[config.mk]
export PLATFORM = sky130hd
export DESIGN_NAME = maxpool_ctrl_flat
export DESIGN_NICKNAME = d
export VERILOG_FILES = /design/src/rtl/maxpool_pkg.sv /design/src/rtl/maxpool_ctrl_if.sv /design/src/rtl/maxpool_ctrl_delay.sv /design/src/rtl/maxpool_ctrl.sv /design/src/flat_wrapper.sv
export SDC_FILE = /design/constraint.sdc
export NUM_CORES = 1
export LEC_CHECK = 0
export ABC_AREA = 1
export ABC_CLOCK_PERIOD_IN_PS = 1460
export BUFFER_PORTS_ARGS = -buffer_cell sky130_fd_sc_hd__buf_2
export CELL_PAD_IN_SITES_DETAIL_PLACEMENT = 1
export CELL_PAD_IN_SITES_GLOBAL_PLACEMENT = 1
export CORE_UTILIZATION = 38
export CTS_BUF_LIST = sky130_fd_sc_hd__clkbuf_2 sky130_fd_sc_hd__clkbuf_4 sky130_fd_sc_hd__clkbuf_8
export CTS_CLUSTER_DIAMETER = 120
export DETAILED_ROUTE_END_ITERATION = 10
export MAX_ROUTING_LAYER = met4
export PLACE_DENSITY_LB_ADDON = 0.1
export SLEW_MARGIN = 20
export SYNTH_ARGS = -nofsm -noshare
export SYNTH_HDL_FRONTEND = slang
export SYNTH_SLANG_ARGS = --single-unit
[constraint.sdc]
create_clock -name clk -period 1.46 [get_ports clk]
set_input_delay 0.219 -clock clk [delete_from_list [all_inputs] [get_ports clk]]
set_output_delay 0.219 -clock clk [all_outputs]
set_load 0.02 [all_outputs]
[src/rtl/maxpool_pkg.sv]
// Shared types and helpers for the 2x2 max-pool sequencer.
package maxpool_pkg;

  typedef enum logic [1:0] {
    IDLE  = 2'd0,
    FILL  = 2'd1,
    DRAIN = 2'd2,
    DONE  = 2'd3
  } state_e;

  // Window FIFO lanes: top-left, top-right, bottom-left, bottom-right
  localparam int SEL_TL = 0;
  localparam int SEL_TR = 1;
  localparam int SEL_BL = 2;
  localparam int SEL_BR = 3;

  function automatic int cnt_w(input int n);
    return (n < 2) ? 1 : $clog2(n);
  endfunction

endpackage

[src/rtl/maxpool_ctrl_if.sv]
// Pixel-side handshake plus the max-pool array controls driven by maxpool_ctrl.
interface maxpool_ctrl_if #(
  parameter int array_size  = 9,
  parameter int fmap_width  = 8,
  parameter int fmap_height = 8
);
  localparam int ROW_W = $clog2(fmap_height / 2 + 1);
  localparam int COL_W = $clog2(fmap_width / 2 + 1);

  logic                  in_valid;
  logic                  in_ready;
  logic [3:0]            sel;
  logic                  fifo_clear;
  logic [array_size-1:0] r_en;
  logic [array_size-1:0] enable;
  logic                  out_valid;
  logic [ROW_W-1:0]      out_row;
  logic [COL_W-1:0]      out_col;

  modport master (
    input  in_valid,
    output in_ready, sel, fifo_clear, r_en, enable, out_valid, out_row, out_col
  );

  modport slave (
    output in_valid,
    input  in_ready, sel, fifo_clear, r_en, enable, out_valid, out_row, out_col
  );

endinterface

[src/rtl/maxpool_ctrl_delay.sv]
// pool_lat-stage shift register turning pooling-unit enables into result-valid strobes.
module maxpool_ctrl_delay #(
  parameter int pool_lat = 1
) (
  input  logic clk,
  input  logic clear,
  input  logic valid_i,
  output logic valid_o
);

  if (pool_lat < 1) begin : g_lat_chk
    $error("maxpool_ctrl_delay: pool_lat must be at least 1");
  end

  logic [pool_lat-1:0] sr_q;

  always_ff @(posedge clk) begin
    if (clear) begin
      sr_q <= '0;
    end else begin
      sr_q <= (sr_q << 1) | pool_lat'(valid_i);
    end
  end

  assign valid_o = sr_q[pool_lat-1];

endmodule

[src/rtl/maxpool_ctrl.sv]
// 2x2 max-pool sequencer: steers raster pixels into four window FIFOs, drains one band at a time.
// Define MAXPOOL_CTRL_ODD_CROP_EN to allow odd fmap sizes (last odd column/row is dropped).
// state | meaning
// IDLE  | wait for start
// FILL  | accept pixels, write window FIFOs
// DRAIN | read one band out through the pooling units
// DONE  | one-cycle done pulse
module maxpool_ctrl
  import maxpool_pkg::*;
#(
  parameter int array_size  = 9,
  parameter int fmap_width  = 8,
  parameter int fmap_height = 8,
  parameter int pool_lat    = 1
) (
  input  logic           clk,
  input  logic           clear,
  input  logic           start,
  maxpool_ctrl_if.master bus,
  output logic           busy,
  output logic           done
);

  localparam int HALF_W = fmap_width / 2;
  localparam int NBAND  = fmap_height / 2;
  localparam int C_W    = cnt_w(fmap_width);
  localparam int R_W    = cnt_w(fmap_height);
  localparam int D_W    = cnt_w(HALF_W + pool_lat + 1);
  localparam int ROW_W  = $clog2(NBAND + 1);
  localparam int COL_W  = $clog2(HALF_W + 1);

  localparam logic [C_W-1:0]   C_LAST = C_W'(fmap_width - 1);
  localparam logic [R_W-1:0]   R_LAST = R_W'(fmap_height - 1);
  localparam logic [D_W-1:0]   D_LAST = D_W'(HALF_W + pool_lat);
  localparam logic [D_W-1:0]   D_HALF = D_W'(HALF_W);
  localparam logic [ROW_W-1:0] B_LAST = ROW_W'(NBAND - 1);

  state_e           state_q, state_d;
  logic [C_W-1:0]   c_q, c_d;
  logic [R_W-1:0]   r_q, r_d;
  logic [D_W-1:0]   d_q, d_d;
  logic [ROW_W-1:0] band_q, band_d;
  logic             r_en_q, r_en_d;
  logic             enable_q;
  logic [ROW_W-1:0] out_row_q, out_row_d;
  logic [COL_W-1:0] out_col_q, out_col_d;
  logic             busy_q, busy_d;
  logic             done_q, done_d;

  logic       accept, row_end, band_end, crop_pix, tail_row, map_tail;
  logic       out_valid_w;
  logic [3:0] sel_w;

  assign accept   = (state_q == FILL) && bus.in_valid && !clear;
  assign row_end  = (c_q == C_LAST);
  assign band_end = accept && row_end && r_q[0];

`ifdef MAXPOOL_CTRL_ODD_CROP_EN
  localparam bit W_ODD = (fmap_width % 2) != 0;
  localparam bit H_ODD = (fmap_height % 2) != 0;
  assign crop_pix = (W_ODD && row_end) || (H_ODD && (r_q == R_LAST));
  assign tail_row = H_ODD;
`else
  assign crop_pix = 1'b0;
  assign tail_row = 1'b0;
  if ((fmap_width % 2) != 0 || (fmap_height % 2) != 0) begin : g_odd_dim
    $error("maxpool_ctrl: odd fmap_width/fmap_height needs MAXPOOL_CTRL_ODD_CROP_EN");
  end
`endif

  // With odd H the final row is discarded after the last band has drained
  assign map_tail = tail_row && (r_q == R_LAST);

  always_comb begin
    sel_w = '0;
    if (accept && !crop_pix) begin
      case ({r_q[0], c_q[0]})
        2'b00:   sel_w[SEL_TL] = 1'b1;
        2'b01:   sel_w[SEL_TR] = 1'b1;
        2'b10:   sel_w[SEL_BL] = 1'b1;
        default: sel_w[SEL_BR] = 1'b1;
      endcase
    end
  end

  always_comb begin
    state_d = state_q;
    c_d     = c_q;
    r_d     = r_q;
    d_d     = d_q;
    band_d  = band_q;
    unique case (state_q)
      IDLE: begin
        if (start) state_d = FILL;
      end
      FILL: begin
        if (accept) begin
          c_d = row_end ? '0 : c_q + 1'b1;
          if (row_end) r_d = (r_q == R_LAST) ? '0 : r_q + 1'b1;
          if (band_end) begin
            state_d = DRAIN;
            d_d     = '0;
          end else if (row_end && map_tail) begin
            state_d = DONE;
          end
        end
      end
      DRAIN: begin
        if (d_q == D_LAST) begin
          d_d = '0;
          if (band_q == B_LAST) begin
            state_d = tail_row ? FILL : DONE;
          end else begin
            band_d  = band_q + 1'b1;
            state_d = FILL;
          end
        end else begin
          d_d = d_q + 1'b1;
        end
      end
      DONE: begin
        state_d = IDLE;
        c_d     = '0;
        r_d     = '0;
        d_d     = '0;
        band_d  = '0;
      end
    endcase
    if (clear) begin
      state_d = IDLE;
      c_d     = '0;
      r_d     = '0;
      d_d     = '0;
      band_d  = '0;
    end
  end

  // Array-side outputs are registered from next-state values
  always_comb begin
    r_en_d    = (state_d == DRAIN) && (d_d < D_HALF);
    out_row_d = (state_d == DRAIN) ? band_q : '0;
    out_col_d = '0;
    if (state_d == DRAIN) out_col_d = out_valid_w ? out_col_q + 1'b1 : out_col_q;
    busy_d    = (state_d != IDLE);
    done_d    = (state_d == DONE);
  end

  always_ff @(posedge clk) begin
    if (clear) begin
      state_q   <= IDLE;
      c_q       <= '0;
      r_q       <= '0;
      d_q       <= '0;
      band_q    <= '0;
      r_en_q    <= 1'b0;
      enable_q  <= 1'b0;
      out_row_q <= '0;
      out_col_q <= '0;
      busy_q    <= 1'b0;
      done_q    <= 1'b0;
    end else begin
      state_q   <= state_d;
      c_q       <= c_d;
      r_q       <= r_d;
      d_q       <= d_d;
      band_q    <= band_d;
      r_en_q    <= r_en_d;
      enable_q  <= r_en_q;
      out_row_q <= out_row_d;
      out_col_q <= out_col_d;
      busy_q    <= busy_d;
      done_q    <= done_d;
    end
  end

  maxpool_ctrl_delay #(
    .pool_lat (pool_lat)
  ) u_delay (
    .clk     (clk),
    .clear   (clear),
    .valid_i (enable_q),
    .valid_o (out_valid_w)
  );

  assign bus.in_ready   = (state_q == FILL) && !clear;
  assign bus.sel        = sel_w;
  assign bus.fifo_clear = clear || (start && (state_q == IDLE));
  assign bus.r_en       = {array_size{r_en_q}};
  assign bus.enable     = {array_size{enable_q}};
  assign bus.out_valid  = out_valid_w;
  assign bus.out_row    = out_row_q;
  assign bus.out_col    = out_col_q;
  assign busy           = busy_q;
  assign done           = done_q;

endmodule
[src/flat_wrapper.sv]
// flat-port wrapper written by rule: the top's interface ports become plain ports
module maxpool_ctrl_flat import maxpool_pkg::*;
#(
  parameter int array_size  = 9,
  parameter int fmap_width  = 8,
  parameter int fmap_height = 8,
  parameter int pool_lat    = 1
)
  (clk, clear, start, busy, done, bus_in_valid, bus_in_ready, bus_sel, bus_fifo_clear, bus_r_en, bus_enable, bus_out_valid, bus_out_row, bus_out_col);
  maxpool_ctrl_if #(.array_size(array_size), .fmap_width(fmap_width), .fmap_height(fmap_height)) bus_i ();
  input  logic clk;
  input  logic clear;
  input  logic start;
  output logic busy;
  output logic done;
  input wire logic [$bits(bus_i.in_valid)-1:0] bus_in_valid;
  output wire logic [$bits(bus_i.in_ready)-1:0] bus_in_ready;
  output wire logic [$bits(bus_i.sel)-1:0] bus_sel;
  output wire logic [$bits(bus_i.fifo_clear)-1:0] bus_fifo_clear;
  output wire logic [$bits(bus_i.r_en)-1:0] bus_r_en;
  output wire logic [$bits(bus_i.enable)-1:0] bus_enable;
  output wire logic [$bits(bus_i.out_valid)-1:0] bus_out_valid;
  output wire logic [$bits(bus_i.out_row)-1:0] bus_out_row;
  output wire logic [$bits(bus_i.out_col)-1:0] bus_out_col;
  assign bus_i.in_valid = bus_in_valid;
  assign bus_in_ready = bus_i.in_ready;
  assign bus_sel = bus_i.sel;
  assign bus_fifo_clear = bus_i.fifo_clear;
  assign bus_r_en = bus_i.r_en;
  assign bus_enable = bus_i.enable;
  assign bus_out_valid = bus_i.out_valid;
  assign bus_out_row = bus_i.out_row;
  assign bus_out_col = bus_i.out_col;
  maxpool_ctrl #(.array_size(array_size), .fmap_width(fmap_width), .fmap_height(fmap_height), .pool_lat(pool_lat)) u_core (.clk(clk), .clear(clear), .start(start), .bus(bus_i), .busy(busy), .done(done));
endmodule
Word-level counts from Yosys, hierarchy flattened
Cells that the tools add are included.
{"block": "op_classes", "add_sub_neg": 5, "n_lt_le_gt_ge": 1, "eq_ne": 15, "n_mux": 27, "bitwise_logic": 1, "reduce_logical": 19}
{"operator": "2-to-1 mux 3 bit", "count": 11}
{"operator": "case mux 3 bit (2 select lines)", "count": 3}
{"operator": "adder 3 x 1 -> 3 bit (second input constant)", "count": 5}
{"operator": "2-to-1 mux 2 bit", "count": 6}
{"operator": "== test 2 bit (second input constant)", "count": 5}
{"operator": "== test 3 bit (second input constant)", "count": 3}
{"operator": "case mux 3 bit (3 select lines)", "count": 1}
{"operator": "case mux 2 bit (4 select lines)", "count": 1}
{"operator": "logical AND 1 bit", "count": 7}
{"operator": "inequality test 2 x 1 -> 1 bit (second input constant)", "count": 3}
{"operator": "AND reduction 3 bit", "count": 2}
{"operator": "nonzero test 2 bit", "count": 3}
{"operator": "== test 2 x 1 -> 1 bit (second input constant)", "count": 2}
{"operator": "zero test 2 bit", "count": 2}
{"operator": "2-to-1 mux 1 bit", "count": 4}
{"operator": "2-to-1 mux 4 bit", "count": 1}
{"operator": "== test 3 x 2 -> 1 bit (second input constant)", "count": 1}
{"operator": "less-than comparator 3 bit (second input constant)", "count": 1}
{"operator": "OR reduction 3 bit", "count": 1}
{"operator": "inequality test 2 bit (second input constant)", "count": 1}
{"operator": "AND reduction 2 bit", "count": 1}
{"operator": "OR reduction 2 bit", "count": 1}
{"operator": "zero test 1 bit", "count": 1}
{"operator": "logical OR 1 bit", "count": 1}
{"operator": "inverter 1 bit", "count": 1}
{"block": "totals", "regBits": 25, "in_bits": 4, "output_inout_bits": 33, "word_cells": 80}

Logic depth before layout (Yosys ltp)
Gate-level depths: netlist of run 1.
{"block": "logic_depth", "ltp_word": 12, "depth_mapped": 8, "depth_no_buf": 8}

Cells and area by module
From an unflattened synthesis of run 1, not the netlist that was laid out.
{"block": "unflattened", "cells_unflattened": 157, "area_unflattened_um2": 1255.0}
{"mod": "maxpool_ctrl", "n_inst": 1, "cells_per_inst": 154, "area_per_inst_um2": 1224.9, "seq_area_each_um2": 480.5}
{"mod": "maxpool_ctrl_delay", "n_inst": 1, "cells_per_inst": 3, "area_per_inst_um2": 30.0, "seq_area_each_um2": 20.0}

Least setup slack after synthesis of run 1
No wires, ideal clock.
{"block": "synth_timing", "path_kind": "reg-to-output", "startpoint": "register u_core.state_q[1]", "endpoint": "output port bus_sel[0]", "t_arrival_ps": 1246, "required_time_ps": 1241, "path_slack_ps": -5, "path_stages_with_launch": 6, "n_path_buf": 0, "path_cell_list": "dfxtp_1 inv_2 nand3_4 nor2_8 inv_1 nor3_1"}
{"block": "synth_via", "elab_chain_cells": 4}
{"element": "start: declaration", "line": "maxpool_ctrl.sv:38", "source": "state_e state_q, state_d;"}
{"element": "start signal: assignment", "line": "maxpool_ctrl.sv:162", "source": "state_q <= state_d;"}
{"element": "== test 2 x 1 -> 1 bit", "line": "maxpool_ctrl.sv:54", "source": "assign accept = (state_q == FILL) && bus.in_valid && !clear;"}
{"element": "logical AND 1 bit (2 in a row)", "line": "maxpool_ctrl.sv:54"}
{"element": "2-to-1 mux 4 bit", "line": "maxpool_ctrl.sv:76", "source": "if (accept && !crop_pix) begin"}
{"element": "end: declaration", "line": "flat_wrapper.sv:18", "source": "output wire logic [$bits(bus_i.sel)-1:0] bus_sel;"}
Every way passes these cells.

Worst setup path after layout of run 1
{"block": "layout_timing", "startpoint": "register u_core.state_q[1]", "endpoint": "output port bus_sel[3]"}
The elaborated chain is that of the path after synthesis.

==> impl_results.md, run 1 <==
* First-pass GRT wire length at 4464 um
* Post-synthesis register bit count at 25
* Fin crit period at 1.532 ns
* Startpoint types: flop
* Commonest non-fill, non-tap cell in the layout: buf_2
* Clock slew at reported path FFs at 0.14 ns
* Layout Skew at 0.008638 ns
* Routed wire per std cell at 12.64 um
* Synth cell types at 24
* Final worst-path cycle share at 1.050
* Post-DR vias/cell at approximately 4.7
* Post-synth top area share at 0.4016
* Top achievable clock speed at 652.6 MHz
* Longest Clk Path Bufs at 2
* Vias at 1090
* Final core utilization at 0.5179
* H-Tree Depth at 1
* Area of the mapped netlist at 1246 um2
* Cells after Synth at ~150
* Vias in the first global route at around 1000
* Ant. Diodes at 0
* Worst slew pin tran at 0.2919 ns
* Pre-Repair DR Iteration Count at 3
* Worst-path maximum fanout at 5
* Crit path kind: flop to primary output
* Outcome: finished with violations
* Clock sink count at 25
* Max-cap violations at 0
* Final hold violations at 0
* Post-route ant nets at 0
* Arrival time worst endpoint at 1.31 ns
* Ranking of synthesized cells by area: dfxtp_1 (40%), buf_4 (11%), ha_1 (7.0%)
* Syn_nets at 165
* Yosys top cell by area: dfxtp_1
* PD cells at 705.4 nW/um2
* Hold_sp: start
* Crit. Startpoint: u_core.state_q[1]
* DRT iter0 DRCs at 27
* Violated checks: setup timing
* Die Area at roughly 3500 um2
* Syn avg cell area at 8.092 um2
* CTS tree: yes
* Worst Setup End Kind: primary output
* Max rail drop VDD at 0.3002 mV
* GP Congestion at 0.7659
* Final net count at 200
* Worst Path Required at 1.24 ns
* PortBufs at 36
* FILL cells at 397
* Leakage power at 0.7646 nW
* Multi-input gate area at 605.6 um2
* Layout cells sized above 1 at 0.4043
* Die Wd at 59.27 um
* CTS buffer count at 3
* RSZ-0062 raised after global routing: yes
* Rows at 20
* Core area at 3078 um2
* # setup viols final at 4
* Warnings from Yosys at 0
* Skew-Pair Late Insertion Delay at 0.33 ns
* Reg area at 513.0 um2
* Worst reg2reg path startpoint: u_core.state_q[1]
* HP Class: input port to flop
* I/O Pins at 37
* Seq/Total Area, Yosys at 0.4016
* Total track usage at 0.1761
* DRC viols at 0
* Pins over their slew limit at 0
* Setup WS pre-CTS at -0.03686 ns
* Detailed placement HPWL at between 2000 and 2500 um
* Root Buffer: clkbuf_4
* Height of the die at 59.27 um
* Antenna violations before repair at 0
* Slew Limit Headroom at 0.8047
* Final WL at 2933 um
* Total congestion overflow at 0
* Final WS setup at -0.07236 ns
* Starting Density at 0.4049
* Area Overhead vs Synth at 27.91%
* Most frequent cells in the layout: buf_2 (30), dfxtp_1 (21), inv_1 (19), nand2_1 (19), nor2_1 (17)
* Largest net degree at the start of global routing at 15
[layout make-up]
type	instances	area share
clock buffers	3	0.01413
multi-input cells	89	0.3799
flip-flops and latches	25	0.3218
clock inverters	1	0.003140
well taps	44	0.03454
repair buffers	49	0.1907
inverters	21	0.05573
[power by group]
group	leakage, nW	internal [mW]	switching (mW)	total [mW]
Clock	0.0177	0.103	0.218	0.321
Sequential	0.205	0.686	0.00662	0.693
Combinational	0.542	0.0437	0.0676	0.111
[cells by family (layout without fill, tap and decap cells)]
family / after synthesis / in the layout / share of synthesized area
XOR/XNOR: 2 / 2 / 0.01406
flip-flops: 25 / 25 / 0.4016
AND/OR/NAND/NOR: 57 / 57 / 0.2269
AO/OA/AOI/OAI: 22 / 22 / 0.1044
buffers and inverters: 40 / 74 / 0.1747
adder cells (fa/ha/maj): 7 / 7 / 0.07028
multiplexers: 1 / 1 / 0.008032
[repair_timing]
item | 4_1_cts | 5_1_grt
gates resized for setup | 23 | 15
pin swaps | 1 | 3
hold endpoints to repair | 0 | 0
setup endpoints to repair | 8 | 19
cloned | 0 | 0
buffers inserted | 4 | 4
hold buffers | 0 | 0
[stage by stage]
| step | std cells | instance area (um2) | power [mW] | hold slack [ns] | setup TNS, ns |
|---|---|---|---|---|---|
| after floorplan | 154 | 1246 | 0.7590 | 0.2890 | -0.01998 |
| after global placement | 220 | 1380 | 0.7914 | 0.4432 | 0 |
| after detailed placement | 220 | 1380 | 0.7950 | 0.4464 | -0.03686 |
| after CTS | 228 | 1508 | 1.125 | 0.3293 | -0.3709 |
| after global routing | 232 | 1594 | 1.173 | 0.3418 | -0.6457 |
| final | 232 | 1594 | 1.124 | 0.3138 | -0.2186 |
[flip-flops by register name, indices dropped and copies added (netlist names)]
| signal | cells |
|---|---|
| u_core.done | 1 |
| u_core.bus.out_col | 3 |
| u_core.state_q | 2 |
| u_core.enable_q | 1 |
| u_core.bus.out_row | 3 |
| u_core.busy | 1 |
| u_core.d_q | 3 |
| u_core.c_q | 3 |
| u_core.band_q | 3 |
| u_core.u_delay.valid_o | 1 |
| u_core.r_q | 3 |
| u_core.r_en_q | 1 |
[per-layer routing]
metal  part of all wire  vias up  GRT usage
met2               0.53       24     0.3082
met4              0.014        0    0.07143
met3              0.035        5    0.03275
met5                  0        -          -
li1                   -      544          -
met1               0.42      517     0.1952
[cell usage after synthesis]
cell type,count
nand4_1,1
nand3_4,2
clkbuf_1,1
mux2i_1,1
or3_1,1
nand2_2,1
nor2_2,1
o21ai_0,5
inv_1,20
nor2_8,1
xnor2_1,2
nor3_1,5
o21ai_1,1
ha_1,7
nand3_1,7
nor2_1,18
dfxtp_1,25
a21oi_1,12
inv_2,1
a21oi_4,1
nand2_1,20
a21oi_2,1
o211ai_1,2
buf_4,18
[worst paths after layout]
check,endpoint,slack [ns],cells past startpoint
hold / removal,u_core.state_q[0],0.31,5
setup / recovery,bus_sel[3],-0.07,6
setup reg to reg,u_core.done,0.02,8
hold reg to reg,u_core.r_q[2],0.46,2
[critical path, stage by stage (launching register included)]
cell      delay, ns
dfxtp_4        0.38
clkinv_4       0.05
nand3_4        0.08
nor2_8         0.12
inv_6          0.06
nor3_2         0.12
buf_4          0.17
Power figures use the tool's default switching activity.
==> inputs of run 2 (changes only) <==
--- a/config.mk
+++ b/config.mk
@@ -10,8 +10,7 @@
 export BUFFER_PORTS_ARGS = -buffer_cell sky130_fd_sc_hd__buf_2
 export CELL_PAD_IN_SITES_DETAIL_PLACEMENT = 1
 export CELL_PAD_IN_SITES_GLOBAL_PLACEMENT = 1
-export CORE_UTILIZATION = 38
-export CTS_BUF_LIST = sky130_fd_sc_hd__clkbuf_2 sky130_fd_sc_hd__clkbuf_4 sky130_fd_sc_hd__clkbuf_8
+export CORE_UTILIZATION = 36
 export CTS_CLUSTER_DIAMETER = 120
 export DETAILED_ROUTE_END_ITERATION = 10
 export MAX_ROUTING_LAYER = met4
==> run 2 against run 1 <==
The run still ends with setup timing left. Maximum frequency up 0.60%. Final area down 2.9%. Final cell count down 2.2%. Power down 0.31%. Die area up 5.4%. Non-clock buffer count down 5. Hold slack worse by 0.020 ns. Critical path type unchanged. Largest power group unchanged.
==> impl_results.md, run 2 (synthesis gave the netlist of run 1 again) <==
* Outcome: finished with violations
* Violated checks: setup timing
* CP Capture Point: bus_sel[2]
* Core area at 3178 um2
* # setup viols final at 4
* Leakage power at around 0.74 nW
* Total congestion overflow at 0
* Vias in the first global route at 1020
* Antenna violations before repair at 0
* CP Buf/Inv Count at 3
* Pre-Repair DR Iteration Count at 4
* Root Buffer: clkbuf_4
* FILL cells at between 400 and 500
* PD cells at 724.3 nW/um2
* Fin crit period at 1.523 ns
* Startpoint types: flop
* Top achievable clock speed at 656.5 MHz
* I/O Pins at 37
* Die Area at 3701 um2
* Die Wd at just over 60 um
* Commonest non-fill, non-tap cell in the layout: buf_2
* Max-cap violations at 0
* Detailed placement HPWL at 2157 um
* Final net count at 195
* RSZ-0062 raised after global routing: yes
* Slew Limit Headroom at 0.8235
* Height of the die at between 60 and 70 um
* Worst-path maximum fanout at 7
* Final WL at 2839 um
* CP delay by family, top: flip-flops
* Critical path's slowest cell: dfxtp_4
* First-pass GRT wire length at 4512 um
* Clock sink count at 25
* Crit path kind: flop to primary output
* Rows at 20
* Area Overhead vs Synth at 24.20%
* DRC viols at 0
* Vias at 1045
* Largest net degree at the start of global routing at 16
* Total track usage at 0.1739
* Final hold violations at 0
* Worst Path Required at approximately 1.2 ns
* Worst r2r path cells at 6
* Reg2Reg Setup Slack at 0.07 ns
* Post-route ant nets at 0
* Longest Clk Path Bufs at 2
* Post-DR vias/cell at 4.604
* Layout Skew at about 0.0046 ns
* Crit. Startpoint: u_core.state_q[1]
* Routed wire per std cell at between 10 and 15 um
* Hold_sp: start
* CP max stage delay at approximately 0.38 ns
* Final WS setup at -0.06321 ns
* Final core utilization at 0.4870
* Layout cells sized above 1 at 0.4153
* Skew-Pair Late Insertion Delay at 0.32 ns
* H-Tree Depth at 1
* Final worst-path cycle share at 1.043
* Max rail drop VDD at between 0.3 and 0.4 mV
* RR Endpoint: u_core.band_q[0]
* Ant. Diodes at 0
* Starting Density at 0.3921
* DRT iter0 DRCs at 41
* GP Congestion at between 0.7 and 0.8
* CP Depth at 6
* CTS tree: yes
* HP Class: input port to flop
* Critical path, cell by cell: inv_4 -> nand3_4 -> nor2_8 -> inv_6 -> nor3_2 -> buf_4
* Hold_ws at 0.2938 ns
* CTS buffer count at 3
* Worst Setup End Kind: primary output
* Arrival time worst endpoint at approximately 1.3 ns
* Clock slew at reported path FFs at 0.14 ns
* Worst reg2reg path startpoint: u_core.band_q[0]
* Pins over their slew limit at 0
* Worst slew pin tran at ~0.26 ns
* PortBufs at 36
* Most frequent cells in the layout: buf_2 (30), dfxtp_1 (20), inv_1 (19)
run 2: worst reg2reg max path, delay by kind of cell (launching register included):
kind	cells	cell delay [ns]
AOI/OAI and AO/OA	1	0.22
adders and majority gates	2	0.41
DFF	1	0.36
and+or+nand+nor	3	0.31
run 2: layout make-up:
class | count | area (um2) | share of cell area
repair buffers | 44 | 259.0 | 0.1673
flip-flops and latches | 25 | 511.7 | 0.3306
clock inverters | 1 | 7.507 | 0.004850
well taps | 44 | 55.05 | 0.03557
multi-input cells | 89 | 605.6 | 0.3913
inverters | 21 | 86.33 | 0.05578
clock buffers | 3 | 22.52 | 0.01455
run 2: per-stage QoR:
step	cells	cell area, um2	power (mW)	setup slack [ns]	setup TNS, ns
after floorplan	154	1246	0.7590	-0.004996	-0.01998
after global placement	220	1380	0.7917	0.03932	0
after detailed placement	220	1380	0.7943	-0.008340	-0.01602
after CTS	227	1480	1.127	-0.1079	-0.4432
after global routing	227	1548	1.189	-0.1605	-0.7708
final	227	1548	1.121	-0.06321	-0.2342
run 2: worst min path at each step:
stage,slack [ns],cells past startpoint,end
floorplan,0.29,1,u_core.state_q[1]
global route,0.29,5,u_core.state_q[0]
finish,0.29,5,u_core.state_q[0]
global placement,0.44,2,u_core.r_q[1]
CTS,0.31,5,u_core.state_q[0]
detailed placement,0.45,2,u_core.r_q[2]
run 2: what timing repair did:
item	in CTS	in global routing
hold endpoints to repair	0	0
pin swaps	1	4
hold buffers	0	0
setup endpoints to repair	7	18
resized for setup	17	19
buffers inserted	3	0
run 2: layer usage:
layer  vias up  GRT usage  part of all wire
met5         -          -                 0
met4         0    0.07792            0.0074
met3         2    0.02772             0.030
met2        18     0.3030              0.53
met1       493     0.1946              0.43
li1        532          -                 -
run 2: power breakdown:
part,switching [mW],internal (mW),total (mW),leakage [nW]
combinational,0.0639,0.0397,0.104,0.518
sequential,0.00628,0.687,0.694,0.205
clock,0.219,0.105,0.324,0.0139
